`src/rtl/result_serializer.sv`:
```
// Snapshots the multiplier's flat result matrix on load and streams the active n x n elements,
// row-major and MSB byte first, over the uart_tx start/busy handshake. Optional: RESULT_CHECKSUM_EN.
module result_serializer #(
  parameter int MAX_SIZE  = 10,
  parameter int RES_WIDTH = 8
) (
  input  logic                                  clk,
  input  logic                                  rst,
  input  logic                                  load,
  input  logic [3:0]                            matrix_size,
  input  logic [MAX_SIZE*MAX_SIZE*RES_WIDTH-1:0] result,
  input  logic                                  tx_busy,
  output logic [7:0]                            tx_data,
  output logic                                  tx_start,
  output logic                                  busy,
  output logic                                  done
);

  localparam int FLAT  = MAX_SIZE * MAX_SIZE * RES_WIDTH;
  localparam int BYTES = RES_WIDTH / 8;
  localparam int BIW   = (BYTES > 1) ? $clog2(BYTES) : 1;
  localparam int MAX_N = (MAX_SIZE > 15) ? 15 : MAX_SIZE;

  typedef enum logic [2:0] {
    IDLE,
    LOAD,
    START,
    WAIT_ACK,
    WAIT_DONE,
`ifdef RESULT_CHECKSUM_EN
    CKSUM,
`endif
    FIN
  } state_t;

  state_t           state_q, state_d;
  logic [FLAT-1:0]  snap_q;
  logic [3:0]       n_q, n_d;
  logic [3:0]       row_q, row_d;
  logic [3:0]       col_q, col_d;
  logic [BIW-1:0]   byte_q, byte_d;
  logic [7:0]       tx_data_q, tx_data_d;
  logic             tx_start_q, tx_start_d;
  logic             busy_q, busy_d;
  logic             done_q, done_d;
`ifdef RESULT_CHECKSUM_EN
  logic [7:0]       sum_q, sum_d;
  logic             cks_q, cks_d;
`endif

  logic [31:0]      bit_off;
  logic [FLAT-1:0]  shifted;
  logic [7:0]       sel_byte;
  logic             byte_last, col_last, row_last;

  // Element stride is always MAX_SIZE; byte 0 of an element is its most significant byte.
  assign bit_off  = (32'(row_q) * 32'(MAX_SIZE) + 32'(col_q)) * 32'(RES_WIDTH)
                  + 32'(RES_WIDTH - 8) - 32'(byte_q) * 32'd8;
  assign shifted  = snap_q >> bit_off;
  assign sel_byte = shifted[7:0];

  assign byte_last = (byte_q == BIW'(BYTES - 1));
  assign col_last  = (col_q == n_q - 4'd1);
  assign row_last  = (row_q == n_q - 4'd1);

  // Snapshot needs no reset: its contents only matter after a load has been accepted.
  always_ff @(posedge clk) begin
    if (state_q == IDLE && load) begin
      snap_q <= result;
    end
  end

  always_ff @(posedge clk or posedge rst) begin
    if (rst) begin
      state_q    <= IDLE;
      n_q        <= '0;
      row_q      <= '0;
      col_q      <= '0;
      byte_q     <= '0;
      tx_data_q  <= '0;
      tx_start_q <= 1'b0;
      busy_q     <= 1'b0;
      done_q     <= 1'b0;
`ifdef RESULT_CHECKSUM_EN
      sum_q      <= '0;
      cks_q      <= 1'b0;
`endif
    end else begin
      state_q    <= state_d;
      n_q        <= n_d;
      row_q      <= row_d;
      col_q      <= col_d;
      byte_q     <= byte_d;
      tx_data_q  <= tx_data_d;
      tx_start_q <= tx_start_d;
      busy_q     <= busy_d;
      done_q     <= done_d;
`ifdef RESULT_CHECKSUM_EN
      sum_q      <= sum_d;
      cks_q      <= cks_d;
`endif
    end
  end

  always_comb begin
    state_d    = state_q;
    n_d        = n_q;
    row_d      = row_q;
    col_d      = col_q;
    byte_d     = byte_q;
    tx_data_d  = tx_data_q;
    tx_start_d = 1'b0;
    busy_d     = busy_q;
    done_d     = 1'b0;
`ifdef RESULT_CHECKSUM_EN
    sum_d      = sum_q;
    cks_d      = cks_q;
`endif
    case (state_q)
      IDLE: begin
        if (load) begin
          n_d     = (matrix_size > 4'(MAX_N)) ? 4'(MAX_N) : matrix_size;
          busy_d  = 1'b1;
          state_d = LOAD;
        end
      end
      LOAD: begin
        row_d  = '0;
        col_d  = '0;
        byte_d = '0;
`ifdef RESULT_CHECKSUM_EN
        sum_d  = '0;
        cks_d  = 1'b0;
`endif
        state_d = (n_q == 4'd0) ? FIN : START;
      end
      START: begin
        tx_data_d  = sel_byte;
        tx_start_d = 1'b1;
`ifdef RESULT_CHECKSUM_EN
        sum_d      = sum_q + sel_byte;
`endif
        state_d    = WAIT_ACK;
      end
`ifdef RESULT_CHECKSUM_EN
      CKSUM: begin
        tx_data_d  = ~sum_q + 8'd1;
        tx_start_d = 1'b1;
        cks_d      = 1'b1;
        state_d    = WAIT_ACK;
      end
`endif
      WAIT_ACK: begin
        if (tx_busy) state_d = WAIT_DONE;
      end
      WAIT_DONE: begin
        if (!tx_busy) begin
`ifdef RESULT_CHECKSUM_EN
          if (cks_q) begin
            state_d = FIN;
          end else if (byte_last && col_last && row_last) begin
            state_d = CKSUM;
          end else begin
`else
          if (byte_last && col_last && row_last) begin
            state_d = FIN;
          end else begin
`endif
            state_d = START;
            if (!byte_last) begin
              byte_d = byte_q + BIW'(1);
            end else begin
              byte_d = '0;
              if (col_last) begin
                col_d = '0;
                row_d = row_q + 4'd1;
              end else begin
                col_d = col_q + 4'd1;
              end
            end
          end
        end
      end
      FIN: begin
        done_d  = 1'b1;
        busy_d  = 1'b0;
        state_d = IDLE;
      end
      default: state_d = IDLE;
    endcase
  end

  assign tx_data  = tx_data_q;
  assign tx_start = tx_start_q;
  assign busy     = busy_q;
  assign done     = done_q;

endmodule

```
`config.mk`:
```
export PLATFORM = sky130hd
export DESIGN_NAME = result_serializer
export DESIGN_NICKNAME = d
export VERILOG_FILES = /design/src/rtl/result_serializer.sv
export SDC_FILE = /design/constraint.sdc
export NUM_CORES = 1
export LEC_CHECK = 0
export ABC_AREA = 0
export BUFFER_PORTS_ARGS = -buffer_cell sky130_fd_sc_hd__buf_2
export CAP_MARGIN = 20
export CORE_AREA = 2 2 318 320
export CTS_CLUSTER_SIZE = 14
export DETAILED_ROUTE_END_ITERATION = 7
export DIE_AREA = 0 0 320 322
export PLACE_DENSITY_LB_ADDON = 0.08
export SKIP_CTS_REPAIR_TIMING = 1
export SLEW_MARGIN = 20
export SYNTH_ARGS = -nofsm -noshare
export SYNTH_HDL_FRONTEND = slang
export SYNTH_SLANG_ARGS = --single-unit
```
`constraint.sdc`:
```
create_clock -name clk -period 89.4 [get_ports clk]
set_input_delay 13.41 -clock clk [delete_from_list [all_inputs] [get_ports clk]]
set_output_delay 13.41 -clock clk [all_outputs]
set_load 0.05 [all_outputs]
```
# After elaboration in Yosys (flattened, before gate mapping)
# Cells that the tools add are included.
# W data, S select, Z words.
dict set report totals {
  register_bits 827
  input_bits 808
  output_inout_bits 11
}
dict set report op_classes {
  n_addsub 6
  n_mul 1
  n_lt_le_gt_ge 1
  n_eq_ne 13
  shifts 1
  n_mux 25
  n_bitwise 1
  reduce_logical 13
}
# cell count
set ops {}
lappend ops {{$shr A800 B32 Y8} 1}
lappend ops {{$mux W4} 9}
lappend ops {{$pmux W4 S2} 2}
lappend ops {{$mux W3} 5}
lappend ops {{$pmux W3 S5} 1}
lappend ops {{$sub A12 B4 Y13} 1}
lappend ops {{$ne A2 B2 Y1 const B} 6}
lappend ops {{$add A8 B4 Y9} 1}
lappend ops {{$add A4 B1 Y4 const B} 2}
lappend ops {{$eq A4 B4 Y1} 2}
lappend ops {{$mul A4 B3 Y7 const B} 1}
lappend ops {{$eq A3 B2 Y1 const B} 2}
lappend ops {{$eq A3 B3 Y1 const B} 2}
lappend ops {{$mux W1} 6}
lappend ops {{$reduce_and A3 Y1} 2}
lappend ops {{$reduce_and A5 Y1} 1}
lappend ops {{$gt A4 B4 Y1 const B} 1}
lappend ops {{$logic_not A4 Y1} 1}
lappend ops {{$pmux W1 S2} 2}
lappend ops {{$reduce_and A2 Y1} 2}
lappend ops {{$reduce_and A4 Y1} 1}
lappend ops {{$reduce_bool A2 Y1} 2}
lappend ops {{$sub A4 B1 Y4 const B} 1}
lappend ops {{$eq A3 B1 Y1 const B} 1}
lappend ops {{other kinds (4)} 6}

# Depth between registers and ports, before layout
# Gate-level depths: netlist of the first run.
dict set report logic_depth {
  depth_word 7
  depth_mapped 12
  ltp_nobuf 11
}

# Least setup slack after synthesis of the first run
# OpenSTA, ideal clock, no wires.
dict set report synth_timing {
  path_kind {input -> register}
  startpoint {input load}
  endpoint {register n_q[0]}
  arrival_time_ps 57639
  required_ps 87547
  setup_slack_ps 29908
  cell_stages 2
  n_path_buf 0
  path_cell_list {nor4b_2 o21ai_0}
}
dict set report synth_between {
  elab_chain_cells 1
}
# item line_no
set synth_lines {}
lappend synth_lines {{from (decl)} 9} ;# input logic load,
lappend synth_lines {{$reduce_and A2 Y1 (no line)} -}
lappend synth_lines {{to (signal assigned)} 90} ;# n_q <= n_d;
lappend synth_lines {{to (decl)} 38} ;# logic [3:0] n_q, n_d;
# No other way between the ends.
# A chain may end at the register's enable or synchronous reset.

# Worst setup path in the final report of the first run
dict set report layout_timing {
  startpoint {input load}
  endpoint {register snap_q[721], enable pin}
}
dict set report layout_between {
  elab_chain_cells 1
}
# item line_no
set layout_lines {}
lappend layout_lines {{$logic_and A1 B1 Y1} 68} ;# if (state_q == IDLE && load) begin
lappend layout_lines {{to (signal assigned)} 69} ;# snap_q <= result;
lappend layout_lines {{to (decl)} 37} ;# logic [FLAT-1:0] snap_q;
# No other way between the ends.

==> results list, run 1 <==
- The HPWL after detailed placement is 78,600 um.
* Fraction of final layout cells sized beyond drive strength 1: 0.504
- Setup CP Type: in2reg
- The path class of the tightest hold or removal check is reg2reg.
- Ratio of routed vias to standard cells: around 5
- Entering global routing, the biggest net connects 180 pins.
- For this run, the register share of the synthesized area comes to 0.774.
- The detailed router finished its first iteration with 1,327 violations.
* Clock-pin slew of the registers on the worst-case setup and hold paths: about 0.06 ns
- Detailed Route WL: 107,000 um
- Final Hold Fails: 0
- Setup repair after global routing missed its margin: false
- For this design, the slowest cell found on the critical path is buf_4.
* Vias: 18,309
* Power consumption: 0.00116 W
- Average wire length per cell after detail routing: about 29 um
- Final hold slack: 0.473 ns
* Power per cell area: 28.4 nW/um2
- The area growth from synthesis to layout is 27.6%.
* Ys flop type: edfxtp_1
- Pin placement for this block handled 819 I/O pins.
- Biggest fanout along the worst timing path: between 150 and 200
- The share of synthesized area in the top cell type comes to 0.754.
- Clock insertion delay at the later pin of the skew report: ~0.67 ns
- Final Slew Violations: 0
- Number of nets still failing antenna checks after routing: 0
* Startpoint of the most critical setup path: load
- Number of clock sinks seen by CTS: 826
- Site row count: approximately 120
- Counting instances, the worst hold path has a depth of 2.
* Pre-CTS setup slack: 72.33 ns
* Clock root buffer: clkbuf_16
- IR analysis of the VDD net gives a maximum drop of 0.0144 mV.
- Required time worst endpoint: 89.65 ns
* Syn_nets: roughly 2,200
- Based on the critical path, the design can be clocked at up to 60.7 MHz.
- Routability-driven placement finished with a final weighted congestion of 0.795.
- Reported leakage power: 14.4 nW
- Yosys mapped a number of flops with a built-in enable equal to 800.
* Most common cell type on the critical path: buf_4
- For the worst flop-to-flop path, the logic depth is 9.
- Data on the critical path arrives at its endpoint at roughly 17 ns.
- Total grt overflow: 0
- Post-synthesis instance total: 1,428
* Residual DRC: 0
* Number of buffers inserted by port buffering: between 800 and 900
* First-pass GRT wire length: 145,000 um
- In this run, CTS created clock tree buffers numbering 96.
- The number of antenna violations at the first check in global routing was 117.
- In this design, the stage delay of the slowest critical-path cell is 0.96 ns.
* Post-layout min period: around 16 ns
- After synthesis the cells add up to 31,900 um2.
- Number of maximum-capacitance constraint violations: 0
* Crit path cell chain: buf_2, nor4b_4, buf_12, buf_4, buf_4
- Number of detailed-routing iterations run before antenna repair: 5
* Transition time at the pin with the least slew margin: 1.04 ns
* Buffers from clock root to sink, at most: 3
- Counting distinct cell types in the post-synthesis netlist gives 57.
- Area of the core: 99,600 um2
- The run finished with clean final reports.
- Setup violations remaining at the end of the flow were counted as 0.
* Vias in the first global route: ~20,000
- YS warnings: 0
- Startpoint of the most critical register-to-register path: col_q[0]
- Min setup slack post-route: roughly 73 ns
* CTS tree: done
- The worst hold path begins at tx_data[7].
* Synth top area cells: edfxtp_1 75%, mux4_2 14%, dfrtp_1 2.0%, a22oi_1 1.2%, a22o_1 0.60%
- Cell type with the highest aggregate area in the netlist: edfxtp_1
- Flops & latches, synth: 826
- Total global routing track utilization: 0.203
- Vertical die dimension: 322 um
* Effective utilization at floorplan: 0.320
- Dividing the synthesized area by the synthesized cell count gives between 20 and 25 um2.
* Slew Limit Headroom: 0.299
- After synthesis, the share of flip-flops with an asynchronous set or reset is 0.0315.
* Die extent in x: 320 um
* Setup crit end kind: flop
- Across the routed clock network, the largest skew measured is ~0.03 ns.
- H-tree levels: 3
- DIE AREA: 103,000 um2
- For this run, the share of the core covered by cells in the final layout is 0.409.
- Net count reported at finish: 3,122
* Total Neg Setup Slack: 0 ns
* Ratio of final minimum period to clock period: 0.184
* Kind of launch point of the worst setup path: input port
==> state kept, by name (all words and copies together), names as in the netlist <==
register / flops
snap_q: 800
tx_data: 8
tx_start: 1
row_q: 4
busy: 1
col_q: 4
n_q: 4
state_q: 3
done: 1
==> critical path, delay by kind of cell <==
kind / cells / cell delay (ns)
buffers and inverters: 4 / 2.65
and+or+nand+nor: 1 / 0.33
==> through the flow <==
stage | instances | area [um2]
2_1_floorplan | 1428 | 31900
3_3_place_gp | 3501 | 37500
3_5_place_dp | 3501 | 37500
4_1_cts | 3678 | 40500
5_1_grt | 3713 | 40600
6_report | 3738 | 40700
==> layout make-up <==
| cell class | count | area, um2 |
|---|---|---|
| Antenna cell | 60 | 150 |
| Clock buffer | 123 | 2550 |
| Clock inverter | 54 | 450 |
| Fill cell | 9146 | 58900 |
| Inverter | 17 | 63.8 |
| Multi-Input combinational cell | 515 | 6820 |
| Sequential cell | 826 | 24700 |
| Tap cell | 1298 | 1620 |
| Timing Repair Buffer | 845 | 4350 |
==> where the power goes <==
group	internal, W	switching [W]
Combinational	0.000103	0.000140
Sequential	0.000514	0.0000242
Clock	0.000221	0.000154
==> cells by family (layout without fill, tap and decap cells) <==
| kind of cell | Yosys count | count (layout) | share of synthesized area |
|---|---|---|---|
| multiplexers | 207 | 207 | 0.144 |
| flip-flops | 826 | 826 | 0.774 |
| buffers and inverters | 87 | 1039 | 0.0147 |
| adder cells (fa/ha/maj) | 13 | 13 | 0.00557 |
| XOR/XNOR | 18 | 18 | 0.00652 |
| AND/OR/NAND/NOR | 105 | 105 | 0.0155 |
| other | 0 | 60 | 0 |
| AO/OA/AOI/OAI | 172 | 172 | 0.0395 |
==> cell usage in the layout (no fill, tap or decap), types with 3 or more instances in the layout <==
cell       count
buf_2        818
edfxtp_1     800
mux4_2       202
clkbuf_16     98
diode_2       60
a22oi_1       49
nor2_1        32
nand2_1       31
dfrtp_1       25
clkbuf_1      25
a21oi_1       23
buf_4         23
a22o_1        22
clkinv_2      22
a221oi_1      21
clkinv_1      19
inv_1         16
a31oi_1       12
ha_1          10
nand3_1        9
o22ai_1        9
a32o_1         7
o21ai_1        7
bufinv_16      7
o21ai_0        6
xnor2_1        6
nor2b_1        5
nand4_1        5
a21o_1         4
xor2_1         4
nand2b_1       4
nor2_4         4
mux2i_1        4
inv_6          4
buf_12         4
xnor2_2        3
nor3_1         3
==> synth_stat cells (5+ instances only) <==
master,number
buf_1,7
ha_1,11
o22ai_1,9
nor2b_1,5
o21ai_1,7
edfxtp_1,800
buf_2,19
inv_1,16
nand4_1,5
a22oi_1,49
mux4_2,202
a221oi_1,21
dfrtp_1,26
xor2_1,5
buf_4,7
clkbuf_1,26
nand3_1,9
a31oi_1,12
xnor2_1,8
a32o_1,7
a22o_1,22
nor2_1,36
nand2_1,31
a21oi_1,23
buf_6,10
o21ai_0,6
==> per-layer routing <==
metal | GRT usage | part of all wire | vias to the layer above
met5 | 0 | 0.0040 | -
met4 | 0.0806 | 0.032 | 74
met3 | 0.0764 | 0.091 | 257
met2 | 0.350 | 0.52 | 768
met1 | 0.225 | 0.36 | 9265
li1 | - | - | 7945
==> final timing paths <==
check / to / slack (ns)
min in group asynchronous: done / 12.85
max in group asynchronous: col_q[0] / 76.20
setup / recovery: snap_q[721] / 72.92
hold / removal: tx_data[7] / 0.47
setup reg to reg: tx_data[1] / 84.01
hold reg to reg: tx_data[7] / 0.47
Power figures use the tool's default switching activity.
==> run 2, diff against run 1 <==
--- a/config.mk
+++ b/config.mk
@@ -8,10 +8,10 @@
 export ABC_AREA = 0
 export BUFFER_PORTS_ARGS = -buffer_cell sky130_fd_sc_hd__buf_2
 export CAP_MARGIN = 20
-export CORE_AREA = 2 2 318 320
+export CORE_AREA = 2 2 314 316
 export CTS_CLUSTER_SIZE = 14
 export DETAILED_ROUTE_END_ITERATION = 7
-export DIE_AREA = 0 0 320 322
+export DIE_AREA = 0 0 316 318
 export PLACE_DENSITY_LB_ADDON = 0.08
 export SKIP_CTS_REPAIR_TIMING = 1
 export SLEW_MARGIN = 20
==> constraint.sdc (replaced) <==
create_clock -name clk -period 15.8 [get_ports clk]
set_input_delay 2.37 -clock clk [delete_from_list [all_inputs] [get_ports clk]]
set_output_delay 2.37 -clock clk [all_outputs]
set_load 0.05 [all_outputs]
==> run 2 against run 1 <==
  * Design area is 0.16% lower
  * Sequential cell count did not move
  * Routed wire length up 1.4%
==> results list, run 2 (synthesized netlist as in run 1, its figures left out) <==
* Switching portion of total power: 0.279 (+0.00378)
- The global-route wire length before repair is 148,000 um (+1.7%).
- Detailed Route WL: 108,000 um (+1.4%)
* DIE AREA: 100,000 um2 (-2.5%)
- Clock-pin slew of the registers on the worst-case setup and hold paths: 0.06 ns (about the same)
- Number of nets still failing antenna checks after routing: 0 (unchanged)
* Net count reported at finish: 3,113 (-0.29%)
- I/O pins: 819 (unchanged)
- The combined global-route utilization of all metal layers is 0.212 (+0.00969).
- Die extent in x: 316 um (-1.3%)
* Number of maximum-capacitance constraint violations: 0 (unchanged)
- Fraction of final layout cells sized beyond drive strength 1: 0.502 (-0.00188)
- Combinational share of power: 0.213 (+0.003)
- The setup TNS came to 0 ns (unchanged).
- Required time worst endpoint: 16.09 ns (-73.56 ns)
* Worst setup slack for register-to-register paths: 10.88 ns (-73.13 ns)
- Clock root buffer: clkbuf_16
- The number of detailed-routing iterations run before antenna repair is 5 (unchanged).
- The path class of the tightest hold or removal check is reg2reg.
- Final Hold Fails: 0 (unchanged)
- The die extent in y came to 318 um (-1.2%).
- Crit path cell chain: buf_2, nor4b_4, buf_12, buf_4, buf_4
* Most common cell type on the critical path: buf_4
- Run status: completed
- The pin slew with the least headroom to its limit is 1.11 ns (+0.0642 ns).
- TritonCTS built the clock tree.
- The slowest stage of the critical path belongs to the cell buf_4.
- Ratio of final minimum period to clock period: 0.324
- The fraction of the core area covered by cells at the end of the flow came to 0.417 (+0.00838).
* Post-layout min period: 5.12 ns
* Sequential share of power: 0.461 (-0.004)
* Number of buffers inserted by port buffering: 818 (unchanged)
* Final Slew Violations: 0 (unchanged)
- The leakage power summed over all cells was 14.4 nW (-0.29%).
* Residual DRC: 0 (unchanged)
- The maximum number of pins on one net before global-route repair was 189 (+5.0%).
- The largest fanout on the critical path came to 160 (-11%).
- Setup CP Type: in2reg
* Cts bufs inserted: 93 (-3.1%)
- STA classifies the critical path startpoint as an input port.
- The flip-flop count of the largest register after layout is 800 (unchanged).
- Average wire length per cell after detail routing: 29.2 um (+2.4%)
- Detailed placer's ending HPWL: 79,900 um (+1.6%)
* Final setup violation count: 0 (unchanged)
* Setup repair after global routing missed its margin: false
* Area growth from synthesis to layout: 27.4%
* Worst path max stage delay: 0.93 ns (-0.03 ns)
- Most frequent cells in the layout: 818 x buf_2, 800 x edfxtp_1, 202 x mux4_2
- Starting DRC count in detailed routing: 1,595 (+20%)
- The number of rows in the core area came to 115 (-0.86%).
- Pre-CTS setup slack: 10.01 ns (-62.32 ns)
* Maximum resistive drop on vdd: 0.128 mV (+780%)
* H-tree levels: 3 (unchanged)
- The final weighted congestion of routability-driven global placement was 0.809 (+1.7%).
* Most flops, register: snap_q
- Switching power of the nets: 0.00185 W (+480%)
- Leaving out fill and tap cells, the most frequent cell in the layout is buf_2.
- The cell internal power dissipation was 0.00477 W (+470%).
- Clock insertion delay at the later pin of the skew report: 0.68 ns (about the same)
- The number of buffers on the longest clock path was 3 (unchanged).
* Min setup slack post-route: 10.68 ns (-62.24 ns)
- Vias: 18,309 (unchanged)
- The initial core utilization was 0.327 (+0.00708).
- The arrival time at the worst endpoint is 5.41 ns (-11.32 ns).
* Vias in the first global route: 19,964 (+1.9%)
- The post-detailed-route via-to-cell ratio is 4.95 (+1.0%).
* Post-route clock skew: 0.0231 ns (-0.00673 ns)
- Max Clk Rate: just under 200 MHz
- The worst-case headroom to the max-slew limit was 0.259 (-0.0402).
- Clock Power Share: 0.326 (+0.002)
* Setup crit end kind: flop
* Total grt overflow: 0 (unchanged)
- The number of antenna violations at the first check in global routing was 106 (-9.4%).
- The number of clock sinks seen by CTS was 826 (unchanged).
* Power per cell area: 163 nW/um2 (+470%)
* Area of the core: 97,400 um2 (-2.2%)
[run 2: changes by cell type in the layout (fill, tap and decap cells not counted), sizes merged, moves of 3 or more]
cell    before  now
clkinv      42   37
clkbuf     123  116
bufinv       7   10
buf        845  839
diode       60   47
[run 2: power groups by stage]
stage               logic, W  registers (W)  clock network [W]
floorplan           0.000934        0.00345                  0
global placement     0.00145        0.00308                  0
detailed placement   0.00146        0.00310                  0
CTS                  0.00146        0.00305            0.00222
global route         0.00152        0.00308            0.00230
finish               0.00141        0.00305            0.00216
[run 2: final timing paths]
path | to | cells past startpoint | from
max reg2reg | tx_data[5] | 8 | col_q[0]
min in group asynchronous | busy | 3 | rst
min reg2reg | tx_data[7] | 2 | tx_data[7]
min | tx_data[7] | 2 | tx_data[7]
max in group asynchronous | col_q[0] | 3 | rst
max | snap_q[594] | 5 | load
[run 2: critical path, delay by kind of cell]
family / cells / cell delay [ns]
AND/OR/NAND/NOR: 1 / 0.28
buffers and inverters: 4 / 2.53
[run 2: layout make-up]
class,instances,area [um2]
Sequential cell,826,24700
Multi-Input combinational cell,515,6830
Inverter,17,63.8
Clock inverter,54,532
Fill cell,8820,56800
Tap cell,1287,1610
Antenna cell,47,118
Timing Repair Buffer,839,4310
Clock buffer,116,2480
[run 2: metrics by stage]
| stage | power, W | hold WS (ns) | area (um2) | cells |
|---|---|---|---|---|
| 2_1_floorplan | 0.00438 | 0.478 | 31900 | 1428 |
| 3_3_place_gp | 0.00453 | 0.463 | 37500 | 3483 |
| 3_5_place_dp | 0.00455 | 0.464 | 37500 | 3484 |
| 4_1_cts | 0.00673 | 0.486 | 40500 | 3654 |
| 5_1_grt | 0.00691 | 0.499 | 40600 | 3684 |
| 6_report | 0.00661 | 0.483 | 40600 | 3701 |
[run 2: per-layer routing]
layer  wire length [um]  part of all wire  track usage
met5                474            0.0044            0
met4               3270             0.030       0.0777
met3               9910             0.092       0.0806
met2              56700              0.52        0.371
met1              37800              0.35        0.233
==> run 3, diff against run 2 <==
--- a/config.mk
+++ b/config.mk
@@ -5,13 +5,13 @@
 export SDC_FILE = /design/constraint.sdc
 export NUM_CORES = 1
 export LEC_CHECK = 0
-export ABC_AREA = 0
+export ABC_AREA = 1
 export BUFFER_PORTS_ARGS = -buffer_cell sky130_fd_sc_hd__buf_2
 export CAP_MARGIN = 20
-export CORE_AREA = 2 2 314 316
+export CORE_AREA = 2 2 317 319
 export CTS_CLUSTER_SIZE = 14
 export DETAILED_ROUTE_END_ITERATION = 7
-export DIE_AREA = 0 0 316 318
+export DIE_AREA = 0 0 319 321
 export PLACE_DENSITY_LB_ADDON = 0.08
 export SKIP_CTS_REPAIR_TIMING = 1
 export SLEW_MARGIN = 20
==> constraint.sdc (replaced) <==
create_clock -name clk -period 4.12 [get_ports clk]
set_input_delay 0.618 -clock clk [delete_from_list [all_inputs] [get_ports clk]]
set_output_delay 0.618 -clock clk [all_outputs]
set_load 0.05 [all_outputs]
==> run 3 against run 2 <==
  * Clock power grew to 4.0 times the previous value
  * Routed wire length up 24%
  * Count of clock-buffer cells in the layout grew 2
  * Largest power group unchanged
==> results list, run 3 <==
* Run status: completed
- Clock Power Share: 0.267 (-0.059)
- Pre-CTS setup slack: 0.764 ns (-9.25 ns)
- The combined global-route utilization of all metal layers is 0.257 (+0.0446).
- The synthesis-stage register bit count came to 826 (unchanged).
* Number of clock sinks seen by CTS: 826 (unchanged)
- The worst-skew pair later-pin latency came to 0.69 ns (about the same).
- In the synthesized netlist, the cells that appear most often are 800 x edfxtp_1, 577 x nor2_1, 473 x nand2_1.
- Site row count: 116 (+0.87%)
- Post-layout min period: 3.34 ns
- The total of fill cells in the finished design is 9,596 (+8.8%).
- The die extent in y came to 321 um (+0.94%).
* Detailed Route WL: 135,000 um (+24%)
- The cell area reported after detailed placement came to 39,500 um2 (+5.4%).
- Vias: 24,932 (+36%)
- Worst setup slack for register-to-register paths: 0.78 ns (-10.10 ns)
- In the post-synthesis netlist, the cell with the most instances is edfxtp_1.
* Clock-pin slew of the registers on the worst-case setup and hold paths: 0.06 ns (about the same)
- The final instance area was 42,800 um2 (+5.3%).
- The footprint of the flip-flops and latches was 24,700 um2 (unchanged).
* Setup repair after global routing missed its margin: false
- Number of buffers inserted by port buffering: 818 (unchanged)
- The half-perimeter wire length of the detailed placement result came to 99,700 um (+25%).
- The number of antenna violations at the first check in global routing was 69 (-35%).
- The switching power was 0.0129 W (+600%).
- The net switching share of the total power came to 0.398 (+0.118).
- The largest fanout on the critical path came to 34 (-79%).
- The maximum number of pins on one net before global-route repair was 148 (-22%).
- The startpoint identified for the worst register-to-register timing path is row_q[0].
- Compared with the post-synthesis result, the final layout area differs by 26.4%.
- The area of the placeable core was 99,300 um2 (+1.9%).
- In the layout the commonest cells are 818 x buf_2, 800 x edfxtp_1, 577 x nor2_1.
* Type of the tightest min-delay check: in2reg
- Slew Limit Headroom: 0.385 (+0.126)
* First-pass GRT wire length: 184,000 um (+25%)
* Number of distinct standard cells referenced by the synthesized netlist: 43 (-25%)
- TritonCTS built the clock tree.
- The worst hold path begins at result[124].
- Multi-input gate area: 8030 um2 (+18%)
- Reg-to-reg critical path endpoint: tx_data[4]
- The final setup slack of the worst path is 0.779 ns (-9.90 ns).
* FF-to-FF path depth: 11 (+3)
- The data required time of the critical path was 4.71 ns (-11.38 ns).
- The peak supply drop was 0.400 mV (+210%).
- edfxtp_1 takes more of the synthesized area than any other cell.
* Final Hold Fails: 0 (unchanged)
* Post-synthesis instance total: 2,850 (+100%)
- The total overflow reported by the global router came to 0 (unchanged).
* Fraction of registers with async set or reset after synthesis: 0.0315 (unchanged)
- The total of max-cap violations is 0 (unchanged).
* I/O pins: 819 (unchanged)
- The H-tree depth reported by CTS was 3 (unchanged).
- Average wire length per cell after detail routing: 26.6 um (-9.1%)
- The post-synthesis area per instance was 11.9 um2 (-47%).
- DIE AREA: 102,000 um2 (+1.9%)
- Fraction of final layout cells sized beyond drive strength 1: 0.281 (-0.221)
* Starting DRC count in detailed routing: 1,997 (+25%)
- The register with the most flip-flops in the final layout is snap_q.
* Min-Delay Path Depth: 1 (-1)
- Based on the critical path, the design can be clocked at up to around 300 MHz.
- Number of detailed-routing iterations run before antenna repair: 5 (unchanged)
- Final setup violation count: 0 (unchanged)
- Kind of launch point of the worst setup path: flop
- The worst hold path terminates at snap_q[124].
* Reported leakage power: 16.8 nW (+17%)
- Setup crit end kind: flop
- Data arrival time of the critical path: 3.93 ns (-1.48 ns)
- Sequential share of power: 0.374 (-0.087)
* Clock root buffer: clkbuf_16
* Part of the Yosys area used for sequential elements: 0.729 (-0.0448)
- Buffers from clock root to sink, at most: 3 (unchanged)
- Transition time at the pin with the least slew margin: 0.923 ns (-0.185 ns)
- Ranked by total cell area, the synthesized netlist is headed by edfxtp_1 71%, nor2_1 6.4%, nand2_1 5.2%, o21ai_0 4.1%, nand3_1 3.4%.
- Power per cell area: 757 nW/um2 (+360%)
* Cts bufs inserted: 97 (+4.3%)
* Final Slew Violations: 0 (unchanged)
* Number of enable flip-flop cells after synthesis: 800 (unchanged)
- Ys flop type: edfxtp_1
- The synthesized netlist net count came to 3,671 (+63%).
- The total number of nets in the final design is 4,485 (+44%).
- The initial core utilization was 0.341 (+0.0136).
- Post-route clock skew: 0.0227 ns (-0.000405 ns)
* Residual DRC: 0 (unchanged)
- The final antenna-violating net count was 0 (unchanged).
- Ratio of final minimum period to clock period: 0.811
- Commonest non-fill, non-tap cell in the layout: buf_2
* Global placer's final weighted congestion: 0.858 (+6.2%)
* Vias in the first global route: 24,653 (+23%)
- Area share of the largest cell type after synthesis: 0.710 (-0.0436)
- The post-detailed-route via-to-cell ratio came to 4.92 (-0.52%).
- The flip-flop count of the largest register after layout is 800 (unchanged).
* Cell Area, Synth: 33,800 um2 (+6.1%)
- Setup CP Type: reg2reg
- The number of warnings reported in the yosys synthesis log came to 0 (unchanged).
- Die extent in x: 319 um (+0.95%)
- Combinational share of power: 0.359 (+0.146)
* Internal Pwr Total: 0.0195 W (+310%)
[run 3: area by class of cell]
class | instances | share of cell area
inverters | 87 | 0.00813
multi-input cells | 1773 | 0.188
clock inverters | 63 | 0.0148
repair buffers | 879 | 0.114
clock buffers | 118 | 0.0593
diodes | 22 | 0.00129
flip-flops and latches | 826 | 0.577
well taps | 1298 | 0.0380
[run 3: how the worst max path moves through the flow]
stage	cells past startpoint	end	start	slack [ns]
6_report	11	tx_data[4]	row_q[0]	0.78
3_3_place_gp	11	tx_data[4]	row_q[0]	0.80
3_5_place_dp	11	tx_data[4]	row_q[0]	0.76
4_1_cts	11	tx_data[4]	row_q[0]	0.75
2_1_floorplan	2	snap_q[0]	load	-9.06
5_1_grt	15	tx_data[4]	row_q[0]	0.56
[run 3: critical path: stages, from the launching register on]
cell      delay [ns]
dfrtp_1         0.52
ha_4            0.20
inv_1           0.05
fa_4            0.96
buf_4           0.51
o211ai_1        0.33
nand3_1         0.22
nand2_1         0.07
nand3_1         0.10
a21oi_1         0.08
nand2_1         0.06
nand2_1         0.04
[run 3: power groups by stage]
stage | combinational, W | clock [W] | sequential [W]
3_5_place_dp | 0.0119 | 0 | 0.0123
4_1_cts | 0.0119 | 0.00883 | 0.0121
2_1_floorplan | 0.00571 | 0 | 0.0117
3_3_place_gp | 0.0120 | 0 | 0.0122
6_report | 0.0116 | 0.00864 | 0.0121
5_1_grt | 0.0127 | 0.00916 | 0.0122
[run 3: layer usage]
layer,GRT usage,part of all wire,wire [um],vias up
met3,0.0561,0.057,7660,219
met2,0.453,0.51,68900,859
met5,0,0.0020,266,-
met4,0.0676,0.024,3230,44
li1,-,-,-,11686
met1,0.318,0.41,54500,12124
[run 3: through the flow]
stage / TNS, ns / utilization / power (W) / instances / hold WS [ns]
2_1_floorplan: -7272.43 / - / 0.0174 / 2850 / 0.468
3_3_place_gp: 0 / 0.398 / 0.0242 / 4862 / 0.479
3_5_place_dp: 0 / 0.398 / 0.0241 / 4862 / 0.477
4_1_cts: 0 / 0.430 / 0.0328 / 5043 / -0.223
5_1_grt: 0 / 0.431 / 0.0341 / 5058 / 0.0545
6_report: 0 / 0.431 / 0.0324 / 5066 / 0.0950
[run 3: kinds of logic after synthesis]
family                     share of synthesized area
DFF                                            0.729
and+or+nand+nor                                0.159
buffers and inverters                         0.0347
adders and majority gates                    0.00525
AOI/OAI and AO/OA                             0.0695
xor gates and xnor gates                     0.00285
